<file path="src/rtl/multicycle_sequencer_if.sv">
// Handshake and control bundle between the multicycle sequencer and its datapath/memory.
// Latency: none (wires only).
// Backpressure: MemAck is the only flow-control signal; MemReq stays high until it arrives or times out.
//
// Ports:
//   master - drives Start/Opcode/DecodeBus/AluEq/AluGt/MemAck, observes sequencer outputs
//   slave  - the sequencer side: consumes the inputs above, drives strobes, State, flags, InstrCount
interface multicycle_sequencer_if #(
    parameter int CNT_W = 32
);
    logic             Start;
    logic [4:0]       Opcode;
    logic [7:0]       DecodeBus;
    logic             AluEq;
    logic             AluGt;
    logic             MemAck;
    logic             MemReq;
    logic             MemWe;
    logic             IrWrite;
    logic             PcWrite;
    logic [1:0]       PcSel;
    logic             RegWrite;
    logic [2:0]       State;
    logic             Halted;
    logic             Error;
    logic [CNT_W-1:0] InstrCount;

    modport master (
        output Start, Opcode, DecodeBus, AluEq, AluGt, MemAck,
        input  MemReq, MemWe, IrWrite, PcWrite, PcSel, RegWrite,
               State, Halted, Error, InstrCount
    );

    modport slave (
        input  Start, Opcode, DecodeBus, AluEq, AluGt, MemAck,
        output MemReq, MemWe, IrWrite, PcWrite, PcSel, RegWrite,
               State, Halted, Error, InstrCount
    );
endinterface

</file>
<file path="src/rtl/multicycle_sequencer.sv">
// Multicycle instruction sequencer: FETCH/DECODE/EXECUTE/MEMORY/WRITEBACK control with retire counting.
// Latency: 3 cycles minimum per instruction plus memory wait cycles; IrWrite and memory-side PcWrite follow MemAck combinationally.
// Backpressure: waits in FETCH/MEMORY for MemAck up to TIMEOUT cycles, then halts with a sticky Error.
//
// Ports:
//   clk     - single clock, rising edge
//   reset_n - asynchronous active-low reset, returns to IDLE with all strobes low
//   bus     - multicycle_sequencer_if.slave: instruction/decode/ALU/memory inputs, control strobes and status outputs
module multicycle_sequencer #(
    parameter int TIMEOUT = 15,
    parameter int CNT_W   = 32
) (
    input  logic                        clk,
    input  logic                        reset_n,
    multicycle_sequencer_if.slave       bus
);

    typedef enum logic [2:0] {
        S_IDLE      = 3'd0,
        S_FETCH     = 3'd1,
        S_DECODE    = 3'd2,
        S_EXECUTE   = 3'd3,
        S_MEMORY    = 3'd4,
        S_WRITEBACK = 3'd5,
        S_HALT      = 3'd6
    } state_t;

    localparam logic [4:0] TIMEOUT_LIM = 5'(TIMEOUT);
    localparam logic [4:0] OP_CMP      = 5'b00101;
    localparam logic [4:0] OP_FIRST_BAD = 5'b10101;

    state_t           r_state;
    logic [3:0]       r_wait;
    logic             r_flag_e;
    logic             r_flag_gt;
    logic             r_error;
    logic [CNT_W-1:0] r_instr_cnt;

    logic w_is_wb, w_is_call, w_is_ubr, w_is_ret, w_is_bgt, w_is_beq, w_is_ld, w_is_st;
    logic w_to_wb;
    logic w_to_mem;
    logic w_taken;
    logic w_retire;
    logic w_wait_hit;

    assign w_is_wb   = bus.DecodeBus[7];
    assign w_is_call = bus.DecodeBus[6];
    assign w_is_ubr  = bus.DecodeBus[5];
    assign w_is_ret  = bus.DecodeBus[4];
    assign w_is_bgt  = bus.DecodeBus[3];
    assign w_is_beq  = bus.DecodeBus[2];
    assign w_is_ld   = bus.DecodeBus[1];
    assign w_is_st   = bus.DecodeBus[0];

    // A call always writes its link register, so it takes the WRITEBACK path
    // even if the decoder leaves IsWb clear.
    assign w_to_wb  = w_is_wb | w_is_call;
    assign w_to_mem = w_is_ld | w_is_st;

    // Branches look only at the flags left by an earlier cmp, never at the live ALU compare.
    assign w_taken = w_is_ubr | (w_is_beq & r_flag_e) | (w_is_bgt & r_flag_gt);

    // Retire happens in whichever state hands control back to FETCH.
    assign w_retire = ((r_state == S_EXECUTE) && !w_to_mem && !w_to_wb)
                    || ((r_state == S_MEMORY) && bus.MemAck && !w_is_ld)
                    || (r_state == S_WRITEBACK);

    // Fires on the cycle whose miss would make the wait count reach TIMEOUT.
    assign w_wait_hit = (({1'b0, r_wait} + 5'd1) >= TIMEOUT_LIM);

    always_ff @(posedge clk or negedge reset_n) begin
        if (!reset_n) begin
            r_state     <= S_IDLE;
            r_wait      <= '0;
            r_flag_e    <= 1'b0;
            r_flag_gt   <= 1'b0;
            r_error     <= 1'b0;
            r_instr_cnt <= '0;
        end else begin
            // The wait counter only survives a cycle spent stalled in FETCH/MEMORY,
            // so every entry into those states starts from zero.
            r_wait <= '0;
            if (w_retire) begin
                r_instr_cnt <= r_instr_cnt + CNT_W'(1);
            end
            case (r_state)
                S_IDLE: begin
                    if (bus.Start) begin
                        r_state <= S_FETCH;
                    end
                end
                S_FETCH: begin
                    if (bus.MemAck) begin
                        r_state <= S_DECODE;
                    end else if (w_wait_hit) begin
                        r_state <= S_HALT;
                        r_error <= 1'b1;
                    end else begin
                        r_wait <= r_wait + 4'd1;
                    end
                end
                S_DECODE: begin
                    if (bus.Opcode >= OP_FIRST_BAD) begin
                        r_state <= S_HALT;
                        r_error <= 1'b1;
                    end else begin
                        r_state <= S_EXECUTE;
                    end
                end
                S_EXECUTE: begin
                    if (bus.Opcode == OP_CMP) begin
                        r_flag_e  <= bus.AluEq;
                        r_flag_gt <= bus.AluGt;
                    end
                    if (w_to_mem) begin
                        r_state <= S_MEMORY;
                    end else if (w_to_wb) begin
                        r_state <= S_WRITEBACK;
                    end else begin
                        r_state <= S_FETCH;
                    end
                end
                S_MEMORY: begin
                    if (bus.MemAck) begin
                        r_state <= w_is_ld ? S_WRITEBACK : S_FETCH;
                    end else if (w_wait_hit) begin
                        r_state <= S_HALT;
                        r_error <= 1'b1;
                    end else begin
                        r_wait <= r_wait + 4'd1;
                    end
                end
                S_WRITEBACK: begin
                    r_state <= S_FETCH;
                end
                S_HALT: begin
                    r_state <= S_HALT;
                end
                default: begin
                    // Illegal encoding: park in HALT and flag it.
                    r_state <= S_HALT;
                    r_error <= 1'b1;
                end
            endcase
        end
    end

    // Strobes decode from the registered state, so reset clears them
    // asynchronously together with the state register.
    always_comb begin
        bus.MemReq   = 1'b0;
        bus.MemWe    = 1'b0;
        bus.IrWrite  = 1'b0;
        bus.RegWrite = 1'b0;
        case (r_state)
            S_FETCH: begin
                bus.MemReq  = 1'b1;
                bus.IrWrite = bus.MemAck;
            end
            S_MEMORY: begin
                bus.MemReq = 1'b1;
                bus.MemWe  = w_is_st;
            end
            S_WRITEBACK: begin
                bus.RegWrite = 1'b1;
            end
            default: begin
            end
        endcase
    end

    always_comb begin
        bus.PcSel = 2'b00;
        if (w_retire) begin
            if (w_is_ret) begin
                bus.PcSel = 2'b10;
            end else if (w_taken) begin
                bus.PcSel = 2'b01;
            end
        end
    end

    assign bus.PcWrite    = w_retire;
    assign bus.State      = r_state;
    assign bus.Halted     = (r_state == S_HALT);
    assign bus.Error      = r_error;
    assign bus.InstrCount = r_instr_cnt;

endmodule

</file>
<file path="src/flat_wrapper.sv">
// flat-port wrapper written by rule: the top's interface ports become plain ports
module multicycle_sequencer_flat 
#(
    parameter int TIMEOUT = 15,
    parameter int CNT_W   = 32
)
  (clk, reset_n, bus_Start, bus_Opcode, bus_DecodeBus, bus_AluEq, bus_AluGt, bus_MemAck, bus_MemReq, bus_MemWe, bus_IrWrite, bus_PcWrite, bus_PcSel, bus_RegWrite, bus_State, bus_Halted, bus_Error, bus_InstrCount);
  multicycle_sequencer_if #(.CNT_W(CNT_W)) bus_i ();
  input  logic clk;
  input  logic reset_n;
  input wire logic [$bits(bus_i.Start)-1:0] bus_Start;
  input wire logic [$bits(bus_i.Opcode)-1:0] bus_Opcode;
  input wire logic [$bits(bus_i.DecodeBus)-1:0] bus_DecodeBus;
  input wire logic [$bits(bus_i.AluEq)-1:0] bus_AluEq;
  input wire logic [$bits(bus_i.AluGt)-1:0] bus_AluGt;
  input wire logic [$bits(bus_i.MemAck)-1:0] bus_MemAck;
  output wire logic [$bits(bus_i.MemReq)-1:0] bus_MemReq;
  output wire logic [$bits(bus_i.MemWe)-1:0] bus_MemWe;
  output wire logic [$bits(bus_i.IrWrite)-1:0] bus_IrWrite;
  output wire logic [$bits(bus_i.PcWrite)-1:0] bus_PcWrite;
  output wire logic [$bits(bus_i.PcSel)-1:0] bus_PcSel;
  output wire logic [$bits(bus_i.RegWrite)-1:0] bus_RegWrite;
  output wire logic [$bits(bus_i.State)-1:0] bus_State;
  output wire logic [$bits(bus_i.Halted)-1:0] bus_Halted;
  output wire logic [$bits(bus_i.Error)-1:0] bus_Error;
  output wire logic [$bits(bus_i.InstrCount)-1:0] bus_InstrCount;
  assign bus_i.Start = bus_Start;
  assign bus_i.Opcode = bus_Opcode;
  assign bus_i.DecodeBus = bus_DecodeBus;
  assign bus_i.AluEq = bus_AluEq;
  assign bus_i.AluGt = bus_AluGt;
  assign bus_i.MemAck = bus_MemAck;
  assign bus_MemReq = bus_i.MemReq;
  assign bus_MemWe = bus_i.MemWe;
  assign bus_IrWrite = bus_i.IrWrite;
  assign bus_PcWrite = bus_i.PcWrite;
  assign bus_PcSel = bus_i.PcSel;
  assign bus_RegWrite = bus_i.RegWrite;
  assign bus_State = bus_i.State;
  assign bus_Halted = bus_i.Halted;
  assign bus_Error = bus_i.Error;
  assign bus_InstrCount = bus_i.InstrCount;
  multicycle_sequencer #(.TIMEOUT(TIMEOUT), .CNT_W(CNT_W)) u_core (.clk(clk), .reset_n(reset_n), .bus(bus_i));
endmodule
</file>
<file path="config.mk">
export PLATFORM = sky130hd
export DESIGN_NAME = multicycle_sequencer_flat
export DESIGN_NICKNAME = d
export VERILOG_FILES = /design/src/rtl/multicycle_sequencer_if.sv /design/src/rtl/multicycle_sequencer.sv /design/src/flat_wrapper.sv
export SDC_FILE = /design/constraint.sdc
export NUM_CORES = 1
export LEC_CHECK = 0
export CORE_ASPECT_RATIO = 0.8
export CORE_MARGIN = 1.5
export CORE_UTILIZATION = 43
export DETAILED_ROUTE_END_ITERATION = 6
export PLACE_DENSITY = 0.72
export SLEW_MARGIN = 20
export SYNTH_ARGS = -nofsm -noshare
export SYNTH_HDL_FRONTEND = slang
export SYNTH_SLANG_ARGS = --single-unit
export TNS_END_PERCENT = 10
</file>
<file path="constraint.sdc">
create_clock -name clk -period 1.9 [get_ports clk]
set_input_delay 0.38 -clock clk [delete_from_list [all_inputs] [get_ports clk]]
set_output_delay 0.38 -clock clk [all_outputs]
set_load 0.01 [all_outputs]
</file>
==> Word level (Yosys, flattened, before mapping) <==
Cells that the tools add are included.
{ "classes": {"addsub": 3, "magnitude_cmp": 2, "eq_ne": 11, "mux": 23, "n_bitwise": 7, "reduce_logical": 14} }
{ "ops": {"columns": ["op", "count"], "rows": [
  ["$add A32 B1 Y32 const B", 1],
  ["$mux W3", 8],
  ["$pmux W3 S6", 1],
  ["$mux W4", 3],
  ["$eq A3 B3 Y1 const B", 3],
  ["$mux W1", 8],
  ["$eq A3 B2 Y1 const B", 2],
  ["$add A4 B1 Y5 const B", 1],
  ["$eq A5 B3 Y1 const B", 1],
  ["$ge A5 B4 Y1 const B", 1],
  ["$ge A5 B5 Y1 const B", 1],
  ["$add A4 B1 Y4 const B", 1],
  ["$logic_and A1 B1 Y1", 4],
  ["$mux W2", 2],
  ["$ne A2 B1 Y1 const B", 2],
  ["$ne A2 B2 Y1 const B", 2],
  ["$or A1 B1 Y1", 4],
  ["$reduce_and A4 Y1", 1],
  ["$reduce_or A4 Y1", 1],
  ["$eq A3 B1 Y1 const B", 1],
  ["$logic_not A1 Y1", 3],
  ["$logic_not A3 Y1", 1],
  ["$pmux W1 S3", 1],
  ["$and A1 B1 Y1", 2],
  ["other kinds (4)", 5]
]} }
{ "word_totals": {"regBits": 42, "in_bits": 19, "output_inout_bits": 44, "wordCells": 66} }

==> Depth between registers and ports, before layout <==
Gate-level depths: netlist (run 1).
{ "logic_depth": {"depth_word": 7, "depth_mapped": 7, "mapped_depth_nobuf": 7} }

==> Worst setup path after synthesis (run 1) <==
OpenSTA, ideal clock, no wires.
{ "synth_path": {"path_kind": "input-to-reg", "start": "in bus_DecodeBus[0]", "end": "reg u_core.r_instr_cnt[12] (netlist: u_core.bus.InstrCount[12])", "setup_time_ps": 127, "t_arrival_ps": 2141, "required_ps": 1773, "slack_ps": -368, "stages": 6, "path_buffers": 1, "cell_sequence": "or4_4 > or2_0 > buf_2 > a211o_2 > or4_4 > xnor2_2"} }
{ "synth_via": {"elab_chain_cells": 6} }
{ "synth_rtl": {"columns": ["element", "line_no", "text"], "rows": [
  ["start: declaration", "flat_wrapper.sv:13", "input wire logic [$bits(bus_i.DecodeBus)-1:0] bus_DecodeBus;"],
  ["$or A1 B1 Y1", "multicycle_sequencer.sv:58", "assign w_to_mem = w_is_ld | w_is_st;"],
  ["$logic_not A1 Y1", "multicycle_sequencer.sv:64", "assign w_retire = ((r_state == S_EXECUTE) && !w_to_mem && !w_to_wb)"],
  ["$logic_and A1 B1 Y1 (2 in a row)", "multicycle_sequencer.sv:64", null],
  ["$logic_or A1 B1 Y1", "multicycle_sequencer.sv:65", "|| ((r_state == S_MEMORY) && bus.MemAck && !w_is_ld)"],
  ["$logic_or A1 B1 Y1", "multicycle_sequencer.sv:66", "|| (r_state == S_WRITEBACK);"],
  ["end signal: assignment", "multicycle_sequencer.sv:84", "r_instr_cnt <= r_instr_cnt + CNT_W'(1);"],
  ["end: declaration", "multicycle_sequencer.sv:37", "logic [CNT_W-1:0] r_instr_cnt;"]
]} }
No other way between the ends.
A chain may end at the register's enable or synchronous reset.

==> Worst setup path in the final report (run 1) <==
{ "layout_path": {"start": "in bus_DecodeBus[7]", "end": "reg u_core.r_instr_cnt[25] (netlist: u_core.bus.InstrCount[25])"} }
{ "layout_via": {"elab_chain_cells": 5} }
{ "layout_rtl": {"columns": ["element", "line_no", "text"], "rows": [
  ["$or A1 B1 Y1", "multicycle_sequencer.sv:57", "assign w_to_wb = w_is_wb | w_is_call;"],
  ["$logic_not A1 Y1", "multicycle_sequencer.sv:64", null],
  ["$logic_and A1 B1 Y1", "multicycle_sequencer.sv:64", null],
  ["$logic_or A1 B1 Y1", "multicycle_sequencer.sv:65", null],
  ["$logic_or A1 B1 Y1", "multicycle_sequencer.sv:66", null]
]} }
No other way between the ends.

==> results of run 1 <==
==> cell usage after synthesis, types with 2 or more instances <==
| library cell | n |
|---|---|
| a211o_2 | 2 |
| a21o_2 | 2 |
| a21oi_1 | 5 |
| and2_1 | 3 |
| and4_1 | 2 |
| buf_2 | 3 |
| clkbuf_1 | 3 |
| dfrtp_1 | 42 |
| ha_1 | 3 |
| inv_1 | 9 |
| mux2_2 | 4 |
| nand2_1 | 22 |
| nand2b_1 | 3 |
| nand3_1 | 9 |
| nand3b_1 | 2 |
| nand4_1 | 2 |
| nor2_1 | 17 |
| nor2b_1 | 2 |
| nor3_1 | 14 |
| nor4_1 | 6 |
| o21ai_0 | 4 |
| o2bb2ai_1 | 2 |
| o41ai_1 | 2 |
| or4_1 | 3 |
| or4_4 | 2 |
| xnor2_1 | 9 |
| xor2_1 | 24 |
==> per-layer routing <==
metal | part of all wire | track usage | vias up
met3 | 0.042 | 0.03699 | 6
met4 | 0.0090 | 0.05833 | 0
met1 | 0.49 | 0.3256 | 953
met2 | 0.45 | 0.3079 | 55
met5 | 0 | 0 | -
li1 | - | - | 962
==> final cells by class <==
class,count,area [sq um]
clock inverters,2,12.51
multi-input cells,160,1311
clock buffers,6,82.58
flip-flops and latches,42,1052
inverters,9,33.78
well taps,60,75.07
repair buffers,103,940.9
fillers,340,1226
==> timing repair <==
action,4_1_cts,5_1_grt
endpoints found under the setup margin,43,40
gates resized for setup,58,31
buffers inserted,2,0
pin swaps,6,18
gates cloned,0,2
==> worst max-delay path, cell delays in order <==
cell	delay, ns
buf_6	0.09
or4_4	0.53
or2_4	0.29
buf_6	0.12
buf_6	0.12
a21o_4	0.21
or4_4	0.43
xnor2_2	0.15
==> power groups by stage <==
stage	clock [mW]	sequential (mW)	combinational (mW)
2_1_floorplan	0	1.21	0.546
3_3_place_gp	0	1.14	1.31
3_5_place_dp	0	1.14	1.33
4_1_cts	0.617	1.13	1.35
5_1_grt	0.656	1.16	1.56
6_report	0.612	1.14	1.45
==> state kept, by name (all words and copies together), names as in the netlist <==
register and cells:
u_core.bus.Error 1, u_core.bus.InstrCount 32, u_core.r_wait 4, u_core.r_flag_gt 1
u_core.bus.State 3, u_core.r_flag_e 1
==> through the flow <==
stage | std cells | cell area (sq um) | worst slack (ns) | hold WS [ns]
4_1_cts | 380 | 3338 | -0.2885 | 0.1613
3_3_place_gp | 370 | 3131 | -0.9144 | 0.4575
5_1_grt | 382 | 3508 | -0.2579 | 0.1908
3_5_place_dp | 370 | 3131 | -0.9662 | 0.4580
2_1_floorplan | 216 | 2185 | -0.3677 | 0.08441
6_report | 382 | 3508 | -0.2385 | 0.1437
==> path summary, 6_finish.rpt <==
path	startpoint	to	slack [ns]	cells past startpoint
setup / recovery	bus_DecodeBus[7]	u_core.bus.InstrCount[25]$_DFFE_PN0P_	-0.24	8
hold / removal	reset_n	u_core.bus.Error$_DFFE_PN0P_	0.14	2
setup reg to reg	u_core.bus.InstrCount[4]$_DFFE_PN0P_	u_core.bus.InstrCount[25]$_DFFE_PN0P_	-0.20	5
hold reg to reg	u_core.bus.InstrCount[31]$_DFFE_PN0P_	u_core.bus.InstrCount[31]$_DFFE_PN0P_	0.47	1
max in group asynchronous	reset_n	u_core.r_wait[0]$_DFF_PN0_	1.35	2
min in group clk	u_core.bus.InstrCount[31]$_DFFE_PN0P_	u_core.bus.InstrCount[31]$_DFFE_PN0P_	0.47	1
==> layout by cell type, fill, tap and decap left out, types with 6 or more instances in the layout <==
master,instances
clkdlybuf4s50_1,49
nand3_1,9
nor2_1,11
nor3_2,9
buf_6,8
nand2_1,21
xnor2_1,7
inv_1,9
buf_4,35
clkbuf_8,6
dfrtp_1,41
xor2_1,24
==> cell families (layout without fill, tap and decap cells) <==
kind of cell,count (synthesis),after routing
compound gates,23,25
xor+xnor,34,34
fa+ha+maj,3,3
buf+inv,16,120
flops,42,42
mux,4,4
simple gates,94,94
==> results.md, run 1 <==
* Post-synth EDFFs at 0
* Slew @ Worst Pin at between 0.5 and 0.6 ns
* Pwr dens at about 910 nW/um^2
* CTS tree: done
* Post-Synth XOR/XNOR Area at 0.1397
* Slew headroom at 0.6488
* Failing checks: negative setup slack
* Share of the synthesized area in the top cell type at 0.4811
* Pre-antenna DRT Iters at 4
* Fmax at between 400 and 500 MHz
* Total gr overflow at 0
* DR WL/cell at between 15 and 20 microns
* Total Power at 3.202 mW
* Crit. End Element: flop
* Maximum VDD drop at 0.6683 mV
* Vias in the first global route at approximately 1,900
* Final worst path period share at 1.126
* Pint at approximately 2 mW
* Placer Congestion at approximately 0.8
* Arr. time, crit path at 2.32 ns
* Unique masters post-synth at 42
* Status: finished with violations
* Post-DRT Antenna Nets at 0
* Sink Count at 42
* I/O Pins at 63
* Area leader, netlist: dfrtp_1
* GRT Resource Usage Total at 0.2135
* Post-synthesis instance total at 216
* Compound-Gate Fraction of Synth Area at 0.07617
* Worst EP required at approximately 2.1 ns
* Die height at 66.75 microns
* Area contributors post-synth: dfrtp_1 (48%), xor2_1 (9.6%), nand2_1 (3.8%), xnor2_1 (3.6%), nor3_1 (3.2%)
* Worst setup SP type: input pin
* Max_cap viols at 0
* Vias per inst at between 5 and 6
* IO Port Bufs at between 60 and 70
* Final Util at 0.7410
* Sw Pwr at approximately 1.1 mW
* Full die area at 5520 sq um
* Hold Buf Count CTS at 0
* Clk_lat worst skew at ~0.29 ns
* Number of DRC markers in iteration 0 at 86
* Minimum clock period at roughly 2.1 ns
* Core area at 4735 sq um
* H-tree level count at 2
* Final setup viols at 29
* Async S/R FF share, synth at 1.000
* Sequential power share at 0.355
* Combinational power share at 0.453
* Num rows at 22
* Clk pwr share at 0.191
* Detail Placement HPWL at between 3000 and 4000 microns
* CTS Buf Count at 5
* Max FO, Critical Path at 5
* DRC viols at 0
* Layout cells sized above 1 at 0.3385
* Initial antenna violation count at 0
* Nets at 343
* Setup WS post-layout at -0.2385 ns
* Detailed-route via count at between 1,500 and 2,000
* RSZ-0062 raised after global routing: true
* Main synth FF type: dfrtp_1
* Root buffer selected by CTS: clkbuf_8
* Largest family of logic cells by synthesized area: simple AND/OR/NAND/NOR gates
* Post-Synth Adder-Cell Area at 0.01718
* Setup Skew at ~0.0081 ns
* Slew Viols, Final at 0
* P&R area growth vs syn at 60.60%
* Largest net degree at the start of global routing at 43
* Simple-Gate Fraction of Synth Area at 0.2325
* Initial core utilization at 0.4614
* Part of the Yosys area used for sequential elements at 0.4811
* Post-Route WL at approximately 6000 microns
* CTS max path bufs at 2
* CP Class: in -> reg
* First-pass GRT wire length at between 8000 and 9000 microns
* Multiplexer share of the synthesized area at 0.02062
* Leak Pwr at 1.623 nW
* Switching Fraction at 0.3571
* Synth Register Bits at between 40 and 50
* Die Span X at about 83 microns
* Synthesized Nets at roughly 240
* Synth warnings at 0
* Post-synthesis area per instance at just over 10 sq um
* Final TNS setup at -2.741 ns
* Hold Path Class: in -> async
* Fin. Hold Viols at 0
* N_diodes at 0
* Mapped cell area at 2185 sq um
* Clock-pin transition on the worst setup and hold timing paths at 0.08 ns
No activity file was read; power rests on OpenSTA's default activity.
==> run 2, diff against run 1 <==
--- a/config.mk
+++ b/config.mk
@@ -9,6 +9,7 @@
 export CORE_MARGIN = 1.5
 export CORE_UTILIZATION = 43
 export DETAILED_ROUTE_END_ITERATION = 6
+export GPL_TIMING_DRIVEN = 0
 export PLACE_DENSITY = 0.72
 export SLEW_MARGIN = 20
 export SYNTH_ARGS = -nofsm -noshare
==> run 2 against run 1 <==
  * The run still ends with negative setup slack left
  * Combinational power about the same
  * Critical path depth grew 2
  * First-iteration DRC count shrank 12%
  * Largest power group unchanged
  * Count of clock-buffer cells in the layout unchanged
  * Routed wire length shrank 9.7%
  * Hold slack better by 0.33 ns
  * Sequential power increased by 4%
  * Clock skew decreased by 0.0038 ns
  * Critical endpoint is now u_core.bus.InstrCount[18]$_DFFE_PN0P_
==> results.md, run 2 (synthesis results as in run 1) <==
* Detailed-route via count at 1,927 (-2.5%)
* CP max stage delay at 0.52 ns (about the same)
* Crit path depth at 10 (+2)
* Vias per inst at 5.236 (+1.2%)
* Total Power at 3.212 mW (+0.31%)
* Initial core utilization at 0.4614 (unchanged)
* Pwr dens at 943.5 nW/um^2 (+3.4%)
* Nets at 329 (-4.1%)
* Maximum VDD drop at 0.5722 mV (-14%)
* Cell area after layout at 3405 sq um (-3.0%)
* Worst R2R End: u_core.bus.InstrCount[18]$_DFFE_PN0P_
* Crit. End Element: flop
* Crit path max-delay family: simple AND/OR/NAND/NOR gates
* Placed cell area at 2895 sq um (-7.5%)
* Commonest non-fill, non-tap cells in the layout: clkdlybuf4s50_1 (48), dfrtp_1 (36), xor2_1 (24)
* Placed Cells at 339 (-8.4%)
* Number of DRC markers in iteration 0 at 76 (-12%)
* Critical Path Start: bus_DecodeBus[7]
* Layout cells sized above 1 at 0.3117 (-0.02682)
* Sink Count at 42 (unchanged)
* Arr. time, crit path at 2.41 ns (+0.09 ns)
* IO Port Bufs at 62 (unchanged)
* Die height at 66.75 microns (unchanged)
* Setup WS post-layout at -0.2813 ns (-0.04282 ns)
* Slew @ Worst Pin at 0.5122 ns (-0.008933 ns)
* Critical-path cell list: buf_6, or4_4, or2_1, buf_6, buf_6, a211o_1, buf_6, buf_6, nor3_4, xor2_1
* Filler instances at 336 (-1.2%)
* H-tree level count at 2 (unchanged)
* Commonest non-fill, non-tap cell in the layout: clkdlybuf4s50_1
* Minimum clock period at 2.181 ns (+0.04282 ns)
* Slew headroom at 0.6548 (+0.006020)
* Fin. Hold Viols at 0 (unchanged)
* R2r setup slk at -0.25 ns (-0.05 ns)
* P&R area growth vs syn at 55.84%
* Max FFs per register at 32 (unchanged)
* Total gr overflow at 0 (unchanged)
* N_diodes at 0 (unchanged)
* Worst setup SP type: input pin
* Pre-CTS WS at -1.110 ns (-0.1435 ns)
* Largest net degree at the start of global routing at 33 (-23%)
* R2r startpoint: u_core.bus.InstrCount[3]$_DFFE_PN0P_
* Max_cap viols at 0 (unchanged)
* Finished Layout Cells at 368 (-3.7%)
* Failing checks: negative setup slack
* I/O Pins at 63 (unchanged)
* Slew Viols, Final at 0 (unchanged)
* Clk_lat worst skew at 0.30 ns (about the same)
* CTS tree: done
* Die Span X at 82.69 microns (unchanged)
* Bufs and invs on worst path at 5 (+2)
* Vias in the first global route at 1,813 (-4.9%)
* Worst EP required at 2.13 ns (+0.04 ns)
* Max FO, Critical Path at 5 (unchanged)
* Worst setup endpoint: u_core.bus.InstrCount[18]$_DFFE_PN0P_
* Leak Pwr at 1.581 nW (-2.6%)
* Clock-pin transition on the worst setup and hold timing paths at 0.08 ns (about the same)
* Top cell by count, worst path: buf_6
* Fmax at 458.4 MHz (-2.0%)
* Detail Placement HPWL at 3463 microns (-11%)
* Hold Slack at 0.4722 ns (+0.3285 ns)
* CTS max path bufs at 2 (unchanged)
* RSZ-0062 raised after global routing: true
* Hold Path Class: reg -> reg
* Critical path's slowest cell: or4_4
* DR WL/cell at 14.48 microns (-6.3%)
* First-pass GRT wire length at 8763 microns (-1.7%)
* Full die area at 5520 sq um (unchanged)
* Cells on worst reg2reg path at 7 (+2)
* Root buffer selected by CTS: clkbuf_8
* Post-DRT Antenna Nets at 0 (unchanged)
* Post-Route WL at 5329 microns (-9.7%)
* CTS Buf Count at 5 (unchanged)
* GRT Resource Usage Total at 0.2126 (-0.0009150)
* CP Class: in -> reg
* Status: finished with violations
* DRC viols at 0 (unchanged)
* Placer Congestion at 0.8396 (+4.9%)
* Setup Skew at 0.004320 ns (-0.003804 ns)
* Core area at 4735 sq um (unchanged)
* Pre-antenna DRT Iters at 4 (unchanged)
* Initial antenna violation count at 0 (unchanged)
* Final worst path period share at 1.148 (+0.02254)
* Final setup viols at 20 (-31%)
* Num rows at 22 (unchanged)
## run 2: routing by layer
layer	GRT usage	up-vias	share of wire
met4	0.06250	0	0.011
met1	0.3024	927	0.47
met3	0.04932	6	0.055
met5	0	-	0
met2	0.3211	58	0.46
li1	-	936	-
## run 2: area by class of cell
type | count | area, sq um | area share
well taps | 60 | 75.07 | 0.02205
repair buffers | 85 | 799.5 | 0.2348
inverters | 9 | 33.78 | 0.009923
multi-input cells | 158 | 1282 | 0.3767
clock buffers | 6 | 82.58 | 0.02426
plain buffers | 6 | 60.06 | 0.01764
clock inverters | 2 | 12.51 | 0.003675
flip-flops and latches | 42 | 1059 | 0.3109
## run 2: power by group
part,switching (mW),internal (mW),total [mW]
clock,0.312,0.292,0.604
combinational,0.683,0.749,1.43
sequential,0.147,1.03,1.18
## run 2: per-stage QoR
step                TNS, ns    util
finish               -2.806  0.7191
detailed placement   -24.09  0.6115
CTS                  -2.253  0.6858
floorplan            -3.437       -
global route         -4.760  0.7191
global placement     -51.27  0.6084
## run 2: how the worst min path moves through the flow
stage	cells after the start	startpoint	slack, ns	endpoint
2_1_floorplan	0	reset_n	0.08	u_core.bus.Error$_DFFE_PN0P_
3_3_place_gp	2	u_core.bus.Error$_DFFE_PN0P_	0.46	u_core.bus.Error$_DFFE_PN0P_
3_5_place_dp	1	reset_n	0.27	u_core.bus.Error$_DFFE_PN0P_
4_1_cts	2	u_core.bus.Error$_DFFE_PN0P_	0.47	u_core.bus.Error$_DFFE_PN0P_
5_1_grt	1	u_core.bus.InstrCount[21]$_DFFE_PN0P_	0.50	u_core.bus.InstrCount[21]$_DFFE_PN0P_
6_report	2	u_core.bus.Error$_DFFE_PN0P_	0.47	u_core.bus.Error$_DFFE_PN0P_
## run 2: tightest hold or removal path, delay by kind of cell, from the launching register on
family	cells	cell delay, ns
flops	1	0.35
simple gates	1	0.06
compound gates	1	0.04
## run 2: repair_timing
| action | 4_1_cts | 5_1_grt |
|---|---|---|
| setup buffers | 11 | 9 |
| cloned | 0 | 1 |
| endpoints found under the setup margin | 44 | 43 |
| gates resized for setup | 80 | 29 |
| pin swaps | 13 | 13 |
| hold buffers | 1 | 0 |
| hold endpoints to repair | 10 | 0 |
==> run 3, diff against run 2 <==
--- a/config.mk
+++ b/config.mk
@@ -5,12 +5,13 @@
 export SDC_FILE = /design/constraint.sdc
 export NUM_CORES = 1
 export LEC_CHECK = 0
+export ABC_AREA = 1
 export CORE_ASPECT_RATIO = 0.8
 export CORE_MARGIN = 1.5
-export CORE_UTILIZATION = 43
+export CORE_UTILIZATION = 46
 export DETAILED_ROUTE_END_ITERATION = 6
 export GPL_TIMING_DRIVEN = 0
-export PLACE_DENSITY = 0.72
+export PLACE_DENSITY = 0.73
 export SLEW_MARGIN = 20
 export SYNTH_ARGS = -nofsm -noshare
 export SYNTH_HDL_FRONTEND = slang
==> run 3 against run 2 <==
  * Cell area rose by 10%
  * Die area increased by 16%
  * Largest cell class unchanged
  * Critical path type is now reg -> out
  * Count of clock-buffer cells in the layout up 1
  * Final cell count increased by 56%
  * The flow still finishes with violations (negative setup slack)
  * Critical endpoint is now bus_PcSel[0]
==> results.md, run 3 <==
* Max_cap viols at 0 (unchanged)
* Clock-pin transition on the worst setup and hold timing paths at 0.08 ns (about the same)
* Post-DRT Antenna Nets at 0 (unchanged)
* Minimum clock period at 2.038 ns (-0.1433 ns)
* Mapped cell area at 2719 sq um (+24%)
* Total Power at 3.642 mW (+13%)
* Fmax at 490.7 MHz (+7.0%)
* Clk_lat worst skew at 0.30 ns (about the same)
* Post-synth EDFFs at 0 (unchanged)
* IO Port Bufs at 62 (unchanged)
* Async S/R FF share, synth at 1.000 (unchanged)
* Root buffer selected by CTS: clkbuf_8
* Post-synthesis instance total at 406 (+88%)
* CTS max path bufs at 2 (unchanged)
* Area contributors post-synth: dfrtp_1 (39%), nand2_1 (23%), nor2_1 (8.4%), inv_1 (5.4%), xnor2_1 (3.2%)
* Nets at 518 (+57%)
* Core area at 5585 sq um (+18%)
* Leak Pwr at 1.691 nW (+7.0%)
* Post-Route WL at 7609 microns (+43%)
* Crit path max-delay family: simple AND/OR/NAND/NOR gates
* Setup WS post-layout at -0.1381 ns (+0.1433 ns)
* R2r setup slk at 0.16 ns (+0.41 ns)
* Vias per inst at 4.960 (-5.3%)
* Post-synthesis area per instance at 6.697 sq um (-34%)
* Fin. Hold Viols at 0 (unchanged)
* Full die area at 6384 sq um (+16%)
* Synthesized Nets at 428 (+80%)
* Largest family of logic cells by synthesized area: simple AND/OR/NAND/NOR gates
* Post-Synth XOR/XNOR Area at 0.05798 (-0.08176)
* Slew @ Worst Pin at 0.4346 ns (-0.07762 ns)
* CTS tree: done
* Total gr overflow at 0 (unchanged)
* Bufs and invs on worst path at 4 (-1)
* Hold Path Class: in -> async
* CP Class: reg -> out
* Cells on worst reg2reg path at 7 (unchanged)
* Maximum VDD drop at 0.5296 mV (-7.4%)
* I/O Pins at 63 (unchanged)
* Sink Count at 42 (unchanged)
* Detail Placement HPWL at 5553 microns (+60%)
* Area leader, netlist: dfrtp_1
* Worst setup SP type: flop
* Worst EP required at 1.52 ns (-0.61 ns)
* Share of the synthesized area in the top cell type at 0.3866 (-0.09454)
* Critical path's slowest cell: dfrtp_1
* Crit path depth at 8 (-2)
* Crit. End Element: primary output
* Slew headroom at 0.7103 (+0.05548)
* Metal3 WL at 670 microns (+130%)
* CP max stage delay at 0.39 ns (-0.13 ns)
* Pre-CTS WS at -0.7882 ns (+0.3216 ns)
* Die Span X at 88.96 microns (+7.6%)
* Initial core utilization at 0.4868 (+0.02537)
* Num rows at 24 (+9.1%)
* Arr. time, crit path at 1.66 ns (-0.75 ns)
* Initial antenna violation count at 0 (unchanged)
* Status: finished with violations
* Largest net degree at the start of global routing at 25 (-24%)
* Die height at 71.77 microns (+7.5%)
* H-tree level count at 2 (unchanged)
* Register Area at 1052 sq um (-0.59%)
* P&R area growth vs syn at 37.78%
* Synth Register Bits at 42 (unchanged)
* CTS Buf Count at 5 (unchanged)
* Number of DRC markers in iteration 0 at 126 (+66%)
* Pre-antenna DRT Iters at 4 (unchanged)
* Final setup viols at 4 (-80%)
* Part of the Yosys area used for sequential elements at 0.3866 (-0.09454)
* Met2 WL post-DR at 3236 microns (+31%)
* Main synth FF type: dfrtp_1
* GRT Resource Usage Total at 0.2523 (+0.03968)
* Post-Synth Adder-Cell Area at 0.01381 (-0.003376)
* Critical-path cell list: inv_2, nand3_4, or2_4, nand3_4, buf_8, nand3b_1, inv_1, buf_2
* Compound-Gate Fraction of Synth Area at 0.04694 (-0.02923)
* Multiplexer share of the synthesized area at 0 (-0.02062)
* First-pass GRT wire length at 12,500 microns (+43%)
* Vias in the first global route at 2,681 (+48%)
* Commonest non-fill, non-tap cell in the layout: nand2_1
* Layout cells sized above 1 at 0.1207 (-0.1910)
* Highest Signal Layer: met4
* Max FO, Critical Path at 4 (-1)
* Filler instances at 538 (+60%)
* DRC viols at 0 (unchanged)
* Placer Congestion at 0.9143 (+8.9%)
* Detailed-route via count at 2,852 (+48%)
* Area of the multi-input gates at 1504 sq um (+17%)
* Simple-Gate Fraction of Synth Area at 0.4183 (+0.1858)
* Max FFs per register at 32 (unchanged)
* RSZ-0062 raised after global routing: true
* Setup Skew at 0.005767 ns (+0.001448 ns)
* Cell with the most instances after synthesis: nand2_1
* N_diodes at 0 (unchanged)
* Metal1 wirelength at 3653 microns (+46%)
* Commonest non-fill, non-tap cells in the layout: nand2_1 (163), nor2_1 (58), clkdlybuf4s50_1 (49)
* Top cell by count, worst path: nand3_4
* Slew Viols, Final at 0 (unchanged)
* Unique masters post-synth at 25 (-40%)
* Failing checks: negative setup slack
* Synth warnings at 0 (unchanged)
* DR WL/cell at 13.23 microns (-8.6%)
* Final worst path period share at 1.073 (-0.07540)
* Pwr dens at 972.1 nW/um^2 (+3.0%)
* Synth cell count leaders: nand2_1 (165), nor2_1 (61), dfrtp_1 (42)
run 3: per-layer routing:
metal | track usage | vias up
met2 | 0.3737 | 103
met4 | 0.04786 | 0
met1 | 0.3808 | 1293
met5 | 0 | -
met3 | 0.05645 | 6
li1 | - | 1450
run 3: worst paths after layout:
kind,to,startpoint
setup / recovery,bus_PcSel[0],u_core.bus.State[2]$_DFFE_PN0P_
hold / removal,u_core.r_wait[2]$_DFF_PN0_,reset_n
setup reg to reg,u_core.bus.InstrCount[16]$_DFFE_PN0P_,u_core.bus.InstrCount[0]$_DFFE_PN0P_
hold reg to reg,u_core.bus.Error$_DFFE_PN0P_,u_core.bus.Error$_DFFE_PN0P_
max in group asynchronous,u_core.bus.State[1]$_DFFE_PN0P_,reset_n
min in group clk,u_core.bus.Error$_DFFE_PN0P_,u_core.bus.Error$_DFFE_PN0P_
run 3: cell type report:
cell class,instances,share of cell area
Inverter,41,0.04108
Multi-Input combinational cell,317,0.4015
Buffer,6,0.01837
Timing Repair Buffer,83,0.2077
Clock inverter,1,0.001336
Sequential cell,42,0.2809
Tap cell,78,0.02605
Clock buffer,7,0.02305
run 3: timing repair:
item | in CTS | in global routing
hold buffers | 0 | 0
gates resized for setup | 25 | 24
pin swaps | 2 | 7
buffers inserted | 12 | 8
endpoints found under the setup margin | 8 | 8
run 3: where the power goes:
part / switching, mW / internal, mW
combinational: 0.946 / 0.863
sequential: 0.182 / 1.04
clock: 0.319 / 0.294
total: 1.45 / 2.19
run 3: kinds of logic after synthesis:
logic type | after synthesis
buffers and inverters | 47
adder cells (fa/ha/maj) | 3
AND/OR/NAND/NOR | 272
AO/OA/AOI/OAI | 24
flip-flops | 42
XOR/XNOR | 18
run 3: stage by stage:
step | util | area, sq um | cells | hold slack (ns) | TNS, ns
floorplan | - | 2719 | 406 | 0.08441 | 0
global placement | 0.6154 | 3437 | 546 | 0.4663 | -31.57
detailed placement | 0.6181 | 3452 | 547 | 0.3453 | -3.158
CTS | 0.6564 | 3666 | 567 | 0.02699 | -0.6483
global route | 0.6707 | 3746 | 575 | 0.04740 | -0.6154
finish | 0.6707 | 3746 | 575 | 0.009208 | -0.2452
